## src/rtl/aes_block_uart_tx_pkg.sv

```systemverilog
// Shared types for the AES block to UART byte serializer.
// Holds the serializer state encoding and AES block sizes.
package aes_uart_pkg;

  typedef enum logic [1:0] {
    S_IDLE,
    S_START,
    S_WAIT,
    S_GAP
  } state_t;

  localparam int AES_BLOCK_BITS  = 128;
  localparam int AES_BLOCK_BYTES = 16;

endpackage

```

## src/rtl/aes_block_uart_tx_if.sv

```systemverilog
// Block handshake between the AES core output and the serializer.
// Ports: block_i (data), block_valid_i, block_ready_o.
interface aes_block_uart_tx_if #(
  parameter int NUM_BYTES = 16
);

  logic [8*NUM_BYTES-1:0] block_i;
  logic                   block_valid_i;
  logic                   block_ready_o;

  modport master (
    output block_i,
    output block_valid_i,
    input  block_ready_o
  );

  modport slave (
    input  block_i,
    input  block_valid_i,
    output block_ready_o
  );

endinterface

```

## src/rtl/aes_block_uart_tx.sv

```systemverilog
// Serializes one AES block into bytes for a UART transmitter.
// Ports: clk, rst, blk (block handshake), tx_data_o/tx_start_o/
// tx_done_tick_i (UART TX side), busy_o, done_tick_o.
module aes_block_uart_tx
  import aes_uart_pkg::*;
#(
  parameter int NUM_BYTES  = AES_BLOCK_BYTES,
  parameter int MSB_FIRST  = 1,
  parameter int GAP_CYCLES = 0
) (
  input  logic                clk,
  input  logic                rst,
  aes_block_uart_tx_if.slave  blk,
  output logic [7:0]          tx_data_o,
  output logic                tx_start_o,
  input  logic                tx_done_tick_i,
  output logic                busy_o,
  output logic                done_tick_o
);

  localparam int W  = 8 * NUM_BYTES;
  localparam int CW = (NUM_BYTES > 1) ? $clog2(NUM_BYTES) : 1;
  localparam int GW = 16;

  state_t          state;
  logic [W-1:0]    sreg;
  logic [W-1:0]    sreg_nxt;
  logic [CW-1:0]   cnt;
  logic [GW-1:0]   gcnt;
  logic            ready;

  // Head byte sits at the top for MSB-first, bottom otherwise.
  function automatic logic [7:0] head(input logic [W-1:0] v);
    if (MSB_FIRST != 0) return v[W-1 -: 8];
    else                return v[7:0];
  endfunction

  assign sreg_nxt = (MSB_FIRST != 0) ? (sreg << 8) : (sreg >> 8);

  assign blk.block_ready_o = ready;

  always_ff @(posedge clk or posedge rst) begin
    if (rst) begin
      state       <= S_IDLE;
      sreg        <= '0;
      cnt         <= '0;
      gcnt        <= '0;
      ready       <= 1'b1;
      busy_o      <= 1'b0;
      tx_start_o  <= 1'b0;
      tx_data_o   <= 8'h00;
      done_tick_o <= 1'b0;
    end else begin
      tx_start_o  <= 1'b0;
      done_tick_o <= 1'b0;
      case (state)
        S_IDLE: begin
          if (blk.block_valid_i && ready) begin
            sreg       <= blk.block_i;
            cnt        <= '0;
            ready      <= 1'b0;
            busy_o     <= 1'b1;
            tx_start_o <= 1'b1;
            tx_data_o  <= head(blk.block_i);
            state      <= S_START;
          end
        end
        S_START: begin
          state <= S_WAIT;
        end
        S_WAIT: begin
          if (tx_done_tick_i) begin
            if (cnt == CW'(NUM_BYTES - 1)) begin
              ready       <= 1'b1;
              busy_o      <= 1'b0;
              done_tick_o <= 1'b1;
              state       <= S_IDLE;
            end else begin
              sreg <= sreg_nxt;
              cnt  <= cnt + 1'b1;
              if (GAP_CYCLES > 0) begin
                gcnt  <= '0;
                state <= S_GAP;
              end else begin
                // Start is registered, so it lands the cycle after the tick.
                tx_start_o <= 1'b1;
                tx_data_o  <= head(sreg_nxt);
                state      <= S_START;
              end
            end
          end
        end
        S_GAP: begin
          if (gcnt == GW'(GAP_CYCLES - 1)) begin
            tx_start_o <= 1'b1;
            tx_data_o  <= head(sreg);
            state      <= S_START;
          end else begin
            gcnt <= gcnt + 1'b1;
          end
        end
        default: begin
          ready  <= 1'b1;
          busy_o <= 1'b0;
          state  <= S_IDLE;
        end
      endcase
    end
  end

endmodule

```

## src/flat_wrapper.sv

```systemverilog
// flat-port wrapper written by rule: the top's interface ports become plain ports
module aes_block_uart_tx_flat import aes_uart_pkg::*;
#(
  parameter int NUM_BYTES  = AES_BLOCK_BYTES,
  parameter int MSB_FIRST  = 1,
  parameter int GAP_CYCLES = 0
)
  (clk, rst, tx_data_o, tx_start_o, tx_done_tick_i, busy_o, done_tick_o, blk_block_i, blk_block_valid_i, blk_block_ready_o);
  aes_block_uart_tx_if #(.NUM_BYTES(NUM_BYTES)) blk_i ();
  input  logic clk;
  input  logic rst;
  output logic [7:0] tx_data_o;
  output logic tx_start_o;
  input  logic tx_done_tick_i;
  output logic busy_o;
  output logic done_tick_o;
  input wire logic [$bits(blk_i.block_i)-1:0] blk_block_i;
  input wire logic [$bits(blk_i.block_valid_i)-1:0] blk_block_valid_i;
  output wire logic [$bits(blk_i.block_ready_o)-1:0] blk_block_ready_o;
  assign blk_i.block_i = blk_block_i;
  assign blk_i.block_valid_i = blk_block_valid_i;
  assign blk_block_ready_o = blk_i.block_ready_o;
  aes_block_uart_tx #(.NUM_BYTES(NUM_BYTES), .MSB_FIRST(MSB_FIRST), .GAP_CYCLES(GAP_CYCLES)) u_core (.clk(clk), .rst(rst), .blk(blk_i), .tx_data_o(tx_data_o), .tx_start_o(tx_start_o), .tx_done_tick_i(tx_done_tick_i), .busy_o(busy_o), .done_tick_o(done_tick_o));
endmodule
```

## config.mk

```make
export PLATFORM = sky130hd
export DESIGN_NAME = aes_block_uart_tx_flat
export DESIGN_NICKNAME = d
export VERILOG_FILES = /design/src/rtl/aes_block_uart_tx_pkg.sv /design/src/rtl/aes_block_uart_tx_if.sv /design/src/rtl/aes_block_uart_tx.sv /design/src/flat_wrapper.sv
export SDC_FILE = /design/constraint.sdc
export NUM_CORES = 1
export LEC_CHECK = 0
export ABC_AREA = 0
export CORE_MARGIN = 3
export CORE_UTILIZATION = 55
export CTS_BUF_LIST = sky130_fd_sc_hd__clkbuf_2
export DETAILED_ROUTE_END_ITERATION = 16
export GPL_ROUTABILITY_DRIVEN = 0
export PLACE_DENSITY = 0.84
export SYNTH_ARGS = -nofsm -noshare
export SYNTH_HDL_FRONTEND = slang
export SYNTH_SLANG_ARGS = --single-unit
```

## constraint.sdc

```tcl
create_clock -name clk -period 12.45 [get_ports clk]
set_clock_uncertainty 0.15 [all_clocks]
set_input_delay 1.8675 -clock clk [delete_from_list [all_inputs] [get_ports clk]]
set_output_delay 1.8675 -clock clk [all_outputs]
set_load 0.01 [all_outputs]
```

==> results of run 1 <==
-- per-stage QoR --
step	setup slack, ns	area (um^2)	utilization (%)	total power (W)	instances
3_3_place_gp	7.339	8740	68.15	0.001627	1080
5_1_grt	7.710	8962	69.88	0.002099	1110
6_report	7.964	8962	69.88	0.001934	1110
3_5_place_dp	7.235	8740	68.15	0.001666	1080
2_1_floorplan	6.058	7323	-	0.001451	824
4_1_cts	8.036	8962	69.88	0.001943	1110
-- final cells by class --
type / instances / area (um^2)
flip-flops and latches: 162 / 4055
repair buffers: 147 / 1461
well taps: 172 / 215.2
inverters: 3 / 16.27
clock buffers: 22 / 110.1
multi-input cells: 596 / 2992
clock inverters: 8 / 112.6
fillers: 1017 / 3862
-- kinds of logic (layout without fill, tap and decap cells) --
| group | count (synthesis) | in the layout | share of synthesized area [%] |
|---|---|---|---|
| AND/OR/NAND/NOR | 413 | 413 | 22.57 |
| XOR/XNOR | 17 | 17 | 2.033 |
| buffers and inverters | 66 | 180 | 4.083 |
| adder cells (fa/ha/maj) | 2 | 2 | 0.3417 |
| AO/OA/AOI/OAI | 146 | 146 | 12.97 |
| flip-flops | 162 | 162 | 55.37 |
| multiplexers | 18 | 18 | 2.631 |
-- worst paths after layout --
path	end	cells after the start
setup / recovery	u_core.sreg[59]$_DFFE_PP0P_	6
hold / removal	u_core.sreg[126]$_DFFE_PP0P_	2
setup reg to reg	u_core.sreg[59]$_DFFE_PP0P_	5
hold reg to reg	u_core.sreg[126]$_DFFE_PP0P_	2
max in group asynchronous	u_core.state[1]$_DFFE_PP0P_	3
min in group asynchronous	u_core.sreg[18]$_DFFE_PP0P_	2
-- layer usage --
layer | vias up | wire (um) | track usage (%)
li1 | 3000 | - | -
met3 | 33 | 1175 | 6.760
met2 | 215 | 7829 | 36.44
met5 | - | 0 | 0
met4 | 0 | 315 | 7.703
met1 | 2921 | 7674 | 33.86
-- power by group through the flow --
| stage | Sequential [W] | Clock (W) | Combinational, W |
|---|---|---|---|
| final | 0.000902 | 0.000281 | 0.000751 |
| after global placement | 0.000907 | 0 | 0.000719 |
| after floorplan | 0.000864 | 0 | 0.000587 |
| after detailed placement | 0.000912 | 0 | 0.000754 |
| after global routing | 0.000933 | 0.000308 | 0.000858 |
| after CTS | 0.000901 | 0.000286 | 0.000756 |
-- critical path, delay by kind of cell --
kind,cells,cell delay [ns]
buffers and inverters,2,1.35
and+or+nand+nor,2,0.65
AOI/OAI and AO/OA,2,1.04
-- registers in the layout, summed over array words and instances (netlist names), 2 cells and up --
name,cells
u_core.sreg,128
u_core.tx_data_o,8
u_core.gcnt,16
u_core.cnt,4
u_core.state,2
-- synthesized netlist by cell type --
cell type | number | share of area (%)
and4b_1 | 1 | 0.14
nor3b_1 | 2 | 0.20
nand4b_1 | 1 | 0.12
buf_2 | 22 | 1.5
inv_1 | 3 | 0.15
and3_1 | 4 | 0.34
buf_1 | 3 | 0.15
xnor2_1 | 5 | 0.60
and4bb_2 | 1 | 0.17
a21o_1 | 1 | 0.10
mux2_2 | 10 | 1.5
a22oi_1 | 8 | 0.82
o21ai_4 | 1 | 0.22
nand2b_1 | 1 | 0.085
and3b_1 | 1 | 0.12
dfrtp_1 | 161 | 55
or3_1 | 1 | 0.085
mux2i_1 | 8 | 1.1
nand3_1 | 7 | 0.48
nor3_1 | 3 | 0.20
a21boi_0 | 1 | 0.10
nand2_1 | 247 | 13
nor2_1 | 127 | 6.5
a22o_1 | 9 | 1.1
clkbuf_2 | 1 | 0.068
nor4_1 | 6 | 0.51
a21oi_1 | 9 | 0.62
a21oi_2 | 1 | 0.12
clkbuf_1 | 31 | 1.6
dfstp_2 | 1 | 0.36
o21ai_0 | 2 | 0.14
buf_4 | 6 | 0.62
o221ai_1 | 1 | 0.12
ha_1 | 2 | 0.34
xor2_1 | 12 | 1.4
nand4_1 | 8 | 0.68
nor2b_1 | 2 | 0.17
a31oi_1 | 113 | 9.7
or2_2 | 1 | 0.085
==> out/qor.csv, run 1 <==
metric;value;unit
Gate power share;38.8;%
worst-path fanout max;119;
Crit path largest cell delay;0.86;ns
antenna violations before repair;0;
switch share;39.07;%
Reg-to-Reg Start;u_core.state[1]$_DFFE_PP0P_;
fin nets;1061;
worst hold path class;reg -> reg;
commonest non-fill, non-tap cell in the layout;nand2_1;
f_max;222.9;MHz
pin count of the biggest net entering global routing;120;
Int Power;0.001178;W
Max stage delay cell, worst path;buf_4;
I/O pins;144;
CTS tree;done;
Cell Rows;41;
commonest non-fill, non-tap cells in the layout;nand2_1, dfrtp_1, clkdlybuf4s50_1;
die span in y;121.4;um
power density over cell area;215.8;nW/um^2
CTS Buffer Depth;2;
number of max-cap violations;0;
Final Max Slew Viols;0;
initial DRC count;569;
Slew Limit Headroom;23.01;%
Buffers on Ports;143;
layout cells sized above 1;5.437;%
number of diodes;0;
synth warn;0;
Final TNS setup;0;ns
first-pass GRT wire length;28320;um
FF-to-FF setup slack;8.70;ns
Worst-Skew Late Latency;0.73;ns
Via density;5.558;
post-synthesis cell count;824;
GRT Total Usage;24.07;%
drt wl/cell;15.31;um
TritonRoute pass-1 iters;7;
Final ANT Viol Nets;0;
full die area;14740;um^2
Core Area;12820;um^2
vias in the first global route;5898;
Leak;3.894;nW
clock share of power;14.5;%
Post-Syn Area per Cell;8.887;um^2
IR drop worst, VDD;0.0001009;V
residual DRC count;0;
Synth cell types;39;
Worst Setup End Kind;flop;
RSZ-0062 raised after global routing;false;
Flop pwr share;46.7;%
Layout area overhead;22.38;%
Starting Density;57.10;%
sequential share of the synthesized area;55.37;%
CTS buffer count;17;
CP Cell Sequence;clkdlybuf4s50_1 > and4bb_2 > a21o_4 > buf_4 > nor2_1 > a31oi_1;
via count;6169;
crit path DAT;4.98;ns
setup bufs post-CTS;0;
Synth Register Bits;162;
Hold Slack;0.3501;ns
CTS root buf;clkbuf_2;
part of the cycle the worst path needs;36.03;%
clk sinks;162;
Switch Pwr;0.0007558;W
crit path launch type;input port;
post-layout minimum cycle time;4.486;ns
Mapped Area;7323;um^2
Routed WL;17000;um
Worst Setup SP;blk_block_valid_i;
outcome;finished clean;
Final Hold Vio Count;0;
Worst EP required;12.94;ns
clock slew at reported path FFs;0.19;ns
Die Width;121.4;um
post-DP HPWL;11350;um
post_cts resized;0;
number of H-tree levels;4;
Syn Nets;958;
Setup-failing EPs final;0;
CP Class;in -> reg;
slew at the pin closest to its max-slew limit;1.155;ns
Hold Buf Count CTS;0;
total grt overflow;0;
Hold Crit Start;u_core.sreg[126]$_DFFE_PP0P_;
No activity file was read; power rests on OpenSTA's default activity.
==> run 2: changes to the inputs <==
Settings changed: CORE_UTILIZATION 55 to 54, PLACE_DENSITY 0.84 to 0.83.
Clock period 12.45 ns to 4.35 ns, I/O delays scaled along.
==> run 2 against run 1 <==
Compared with the run above:
- power increased to 2.9 times the previous value
- count of clock-buffer cells in the layout unchanged
- first-iteration DRC count decreased by 12%
- global-route usage decreased by 0.64 points
- register-to-register slack got worse by 7.3 ns
- non-clock buffer count increased by 5
- critical endpoint is now u_core.tx_data_o[2]$_DFFE_PP0P_
- highest routed layer unchanged
==> out/qor.csv, run 2 (synthesis gave the netlist of run 1 again) <==
metric;value;unit;change
biggest regs;u_core.sreg (128), u_core.gcnt (16), u_core.tx_data_o (8);;
Final ANT Viol Nets;0;;unchanged
CP Cell Sequence;and4bb_2 > a21oi_2 > o21ai_4 > mux2_2;;
outcome;finished clean;;
slew at the pin closest to its max-slew limit;1.169;ns;+0.01367 ns
number of diodes;0;;unchanged
Final TNS setup;0;ns;unchanged
number of max-cap violations;0;;unchanged
Hold Buf Count CTS;0;;unchanged
commonest non-fill, non-tap cells in the layout;nand2_1, dfrtp_1, clkdlybuf4s50_1;;
fin nets;1066;;+0.47%
I/O pins;144;;unchanged
residual DRC count;0;;unchanged
pin count of the biggest net entering global routing;115;;-4.2%
Max stage delay cell, worst path;dfrtp_1;;
drt wl/cell;15.25;um;-0.42%
post-DP HPWL;11750;um;+3.6%
CTS buffer count;17;;unchanged
Most flops, register;u_core.sreg;;
CTS root buf;clkbuf_2;;
layout cells sized above 1;5.826;%;+0.39 points
via count;6097;;-1.2%
CP Class;reg -> reg;;
vias in the first global route;5718;;-3.1%
TritonRoute pass-1 iters;5;;-2
Worst EP required;4.82;ns;-8.12 ns
Starting Density;56.65;%;-0.45 points
Largest register FFs;128;;unchanged
Routed WL;17020;um;+0.12%
Worst-Skew Late Latency;0.72;ns;about the same
power density over cell area;610.0;nW/um^2;+180%
Leak;3.923;nW;+0.75%
Slew Limit Headroom;22.10;%;-0.91 points
crit path launch type;flop;;
WP buf/inv;0;;-2
worst hold path class;in -> async;;
Core Area;12930;um^2;+0.80%
Setup-failing EPs final;0;;unchanged
commonest non-fill, non-tap cell in the layout;nand2_1;;
post_cts resized;0;;unchanged
# fillers;1035;;+1.8%
Crit path largest cell delay;0.88;ns;+0.02 ns
worst-path fanout max;20;;-83%
IR drop worst, VDD;0.0003636;V;+260%
CTS Buffer Depth;2;;unchanged
initial DRC count;499;;-12%
Worst Setup End Kind;flop;;
Final Max Slew Viols;0;;unchanged
die span in y;122.5;um;+0.88%
clk sinks;162;;unchanged
antenna violations before repair;0;;unchanged
Buffers on Ports;143;;unchanged
CTS tree;done;;
f_max;343.8;MHz;
critical path's top delay family;compound AO/OA/AOI/OAI gates;;
setup bufs post-CTS;0;;unchanged
GRT Total Usage;23.43;%;-0.64 points
Die Width;122.5;um;+0.88%
Via density;5.463;;-1.7%
clock slew at reported path FFs;0.20;ns;about the same
full die area;15000;um^2;+1.8%
part of the cycle the worst path needs;66.87;%;
DP Area;8838;um^2;+1.1%
first-pass GRT wire length;27590;um;-2.6%
Cell Rows;41;;unchanged
Layout area overhead;23.42;%;
post-layout minimum cycle time;2.909;ns;
RSZ-0062 raised after global routing;false;;
total grt overflow;0;;unchanged
Finished Cell Area;9039;um^2;+0.85%
Final Hold Vio Count;0;;unchanged
crit path DAT;3.37;ns;-1.61 ns
number of H-tree levels;4;;unchanged
[run 2: cell types whose count changed in the layout (fill, tap and decap cells not counted)]
cell,previous run,this run
buf_12,0,5
bufinv_16,3,2
clkinv_1,2,4
clkinvlp_4,0,1
inv_6,1,0
[run 2: cell type report]
cell class / count / area, um^2 / share of cell area (%)
Timing Repair Buffer: 152 / 1562 / 17.28
Multi-Input combinational cell: 596 / 2992 / 33.10
Clock buffer: 22 / 110.1 / 1.218
Inverter: 3 / 15.01 / 0.1661
Clock inverter: 9 / 90.09 / 0.9967
Sequential cell: 162 / 4055 / 44.86
Tap cell: 172 / 215.2 / 2.381
[run 2: power breakdown]
group / internal (W) / total (W) / switching [W] / leakage (nW)
combinational: 0.000936 / 0.00217 / 0.00124 / 1.90
sequential: 0.00215 / 0.00259 / 0.000441 / 1.88
clock: 0.000262 / 0.000749 / 0.000487 / 0.138
total: 0.00335 / 0.00551 / 0.00216 / 3.92
[run 2: layer usage]
metal	routed length [um]	track usage, %
met5	0	0
met4	211	7.698
met3	989	5.392
met2	8024	35.35
met1	7789	33.82
[run 2: path summary, 6_finish.rpt]
check / slack (ns) / startpoint / depth (start not counted) / end
min in group clk: 0.31 / blk_block_i[24] / 3 / u_core.sreg[24]$_DFFE_PP0P_
hold / removal: 0.26 / rst / 2 / u_core.gcnt[13]$_DFFE_PP0P_
setup reg to reg: 1.44 / u_core.state[0]$_DFFE_PP0P_ / 4 / u_core.tx_data_o[2]$_DFFE_PP0P_
setup / recovery: 1.44 / u_core.state[0]$_DFFE_PP0P_ / 4 / u_core.tx_data_o[2]$_DFFE_PP0P_
hold reg to reg: 0.35 / u_core.sreg[125]$_DFFE_PP0P_ / 2 / u_core.sreg[125]$_DFFE_PP0P_
max in group asynchronous: 3.01 / rst / 3 / u_core.sreg[71]$_DFFE_PP0P_
[run 2: metrics by stage]
stage	hold slack, ns	cells	total power, W	worst slack (ns)	utilization, %
after floorplan	0.2956	824	0.004155	1.492	-
after global placement	0.3069	1085	0.004702	1.291	68.37
after detailed placement	0.3124	1085	0.004811	1.219	68.37
after CTS	0.2189	1116	0.005543	1.465	69.92
after global routing	0.2205	1116	0.005985	1.250	69.92
final	0.2623	1116	0.005513	1.441	69.92
==> run 3: changes to the inputs <==
Settings changed: CORE_UTILIZATION 54 to 48, PLACE_DENSITY 0.83 to 0.78.
Clock period 4.35 ns to 2.6 ns, I/O delays scaled along.
==> run 3 against run 2 <==
Compared with the run above:
- hold slack got worse by 0.15 ns
- power rose by 70%
- core utilization fell by 2.8 points
- worst setup slack got worse by 1.2 ns
- register-to-register slack got worse by 1.0 ns
- flip-flop and latch count did not move
- critical path depth fell by 3
- highest routed layer unchanged
- critical path type is now reg -> out
- clock power rose by 50%
==> out/qor.csv, run 3 (synthesis gave the netlist of run 1 again) <==
metric;value;unit;change
Setup-failing EPs final;0;;unchanged
CTS root buf;clkbuf_2;;
fin nets;1152;;+8.1%
number of diodes;0;;unchanged
Final ANT Viol Nets;0;;unchanged
Int Power;0.005648;W;+69%
Hold Slack;0.1105;ns;-0.1518 ns
commonest non-fill, non-tap cells in the layout;nand2_1, dfrtp_1, clkdlybuf4s50_1;;
crit path DAT;1.85;ns;-1.52 ns
Starting Density;49.64;%;-7.0 points
GRT Total Usage;23.25;%;-0.18 points
Worst EP required;2.06;ns;-2.76 ns
clk sinks;162;;unchanged
Crit path depth;1;;-3
layout cells sized above 1;5.642;%;-0.18 points
Leak;4.270;nW;+8.8%
Final Hold Vio Count;0;;unchanged
Final Max Slew Viols;0;;unchanged
Largest register FFs;128;;unchanged
antenna violations before repair;0;;unchanged
Slew Limit Headroom;58.85;%;+37 points
vias in the first global route;6373;;+11%
Worst Setup End Kind;primary output;;
I/O pins;144;;unchanged
WP buf/inv;1;;+1
number of H-tree levels;4;;unchanged
Worst-Skew Late Latency;0.70;ns;-0.02 ns
Gate power share;42.3;%;+2.9 points
Non-Filler Instances;1212;;+8.6%
TritonRoute pass-1 iters;5;;unchanged
Flop pwr share;45.7;%;-1.3 points
Layout area overhead;35.13;%;
cells on worst reg2reg path;5;;+1
Die Width;129.5;um;+5.8%
CTS buffer count;17;;unchanged
power density over cell area;948.2;nW/um^2;+55%
crit path launch type;flop;;
via count;6560;;+7.6%
# fillers;1176;;+14%
CP Cell Sequence;clkdlybuf4s50_1;;
commonest non-fill, non-tap cell in the layout;nand2_1;;
Most flops, register;u_core.sreg;;
drt wl/cell;15.77;um;+3.4%
initial DRC count;545;;+9.2%
Crit path largest cell delay;0.62;ns;-0.26 ns
worst hold path class;in -> reg;;
part of the cycle the worst path needs;91.85;%;
Cell Rows;44;;+7.3%
CP Class;reg -> out;;
CTS Buffer Depth;2;;unchanged
residual DRC count;0;;unchanged
switch share;39.81;%;+0.55 points
clock share of power;12.0;%;-1.6 points
slew at the pin closest to its max-slew limit;0.6117;ns;-0.5569 ns
Via density;5.413;;-0.93%
Buffers on Ports;143;;unchanged
Final TNS setup;0;ns;unchanged
worst-path fanout max;5;;-75%
Total Power;0.009383;W;+70%
clock slew at reported path FFs;0.19;ns;about the same
Routed WL;19110;um;+12%
hold path depth;3;;
post-DP HPWL;12020;um;+2.3%
post_cts resized;0;;unchanged
number of max-cap violations;0;;unchanged
f_max;418.8;MHz;
Switch Pwr;0.003735;W;+73%
RSZ-0062 raised after global routing;false;;
dpl cells;1105;;+1.8%
full die area;16780;um^2;+12%
critical path's top delay family;flip-flops;;
die span in y;129.5;um;+5.8%
biggest regs;u_core.sreg (128), u_core.gcnt (16), u_core.tx_data_o (8);;
CTS tree;done;;
post-layout minimum cycle time;2.388;ns;
pin count of the biggest net entering global routing;102;;-11%
IR drop worst, VDD;0.0004434;V;+22%
total grt overflow;0;;unchanged
Max stage delay cell, worst path;dfstp_2;;
outcome;finished clean;;
Core Area;14750;um^2;+14%
first-pass GRT wire length;30920;um;+12%
## run 3: cell count changes in the layout (fill, tap and decap cells not counted)
cell,previous run,this run
clkinvlp_4,1,2
clkbuf_2,22,18
bufinv_16,2,1
buf_12,5,8
clkinv_2,3,2
clkinv_1,4,7
buf_4,4,9
dlygate4sd3_1,0,78
## run 3: worst paths after layout
kind	from	endpoint	slack (ns)
max	u_core.blk.block_ready_o$_DFFE_PP1P_	blk_block_ready_o	0.21
min	blk_block_i[71]	u_core.sreg[71]$_DFFE_PP0P_	0.11
max reg2reg	u_core.state[0]$_DFFE_PP0P_	u_core.sreg[103]$_DFFE_PP0P_	0.43
min reg2reg	u_core.sreg[127]$_DFFE_PP0P_	u_core.sreg[127]$_DFFE_PP0P_	0.35
max in group asynchronous	rst	u_core.tx_data_o[6]$_DFFE_PP0P_	1.30
min in group asynchronous	rst	u_core.sreg[25]$_DFFE_PP0P_	0.52
## run 3: final cells by class
cell class	count	area, um^2	share of cell area, %
Clock inverter	11	73.82	0.7460
Tap cell	184	230.2	2.326
Sequential cell	162	4055	40.98
Timing Repair Buffer	238	2440	24.66
Multi-Input combinational cell	596	2992	30.23
Clock buffer	18	90.09	0.9104
Inverter	3	15.01	0.1517
## run 3: power by group through the flow
stage                     clock (W)  sequential, W  combinational [W]
after global placement            0        0.00429            0.00372
after detailed placement          0        0.00432            0.00387
after floorplan                   0        0.00414            0.00281
after global routing        0.00126        0.00441            0.00450
final                       0.00112        0.00429            0.00397
after CTS                   0.00117        0.00427            0.00396
## run 3: through the flow
stage / setup WS [ns] / util [%] / area, um^2
detailed placement: 0.1809 / 60.67 / 8951
global route: 0.05858 / 67.07 / 9896
floorplan: 0.004001 / - / 7327
finish: 0.2119 / 67.07 / 9896
CTS: 0.1025 / 66.87 / 9866
global placement: 0.2561 / 60.67 / 8951
## run 3: routing by layer
layer,up-vias,global-route usage (%),wire [um]
met1,3135,31.59,8364
met3,26,5.688,1078
met2,229,37.74,9348
met5,-,0,0
li1,3170,-,-
met4,0,6.112,318
## run 3: what timing repair did
item	4_1_cts	5_1_grt
setup buffers	0	0
hold endpoints to repair	235	3
hold buffers	75	3
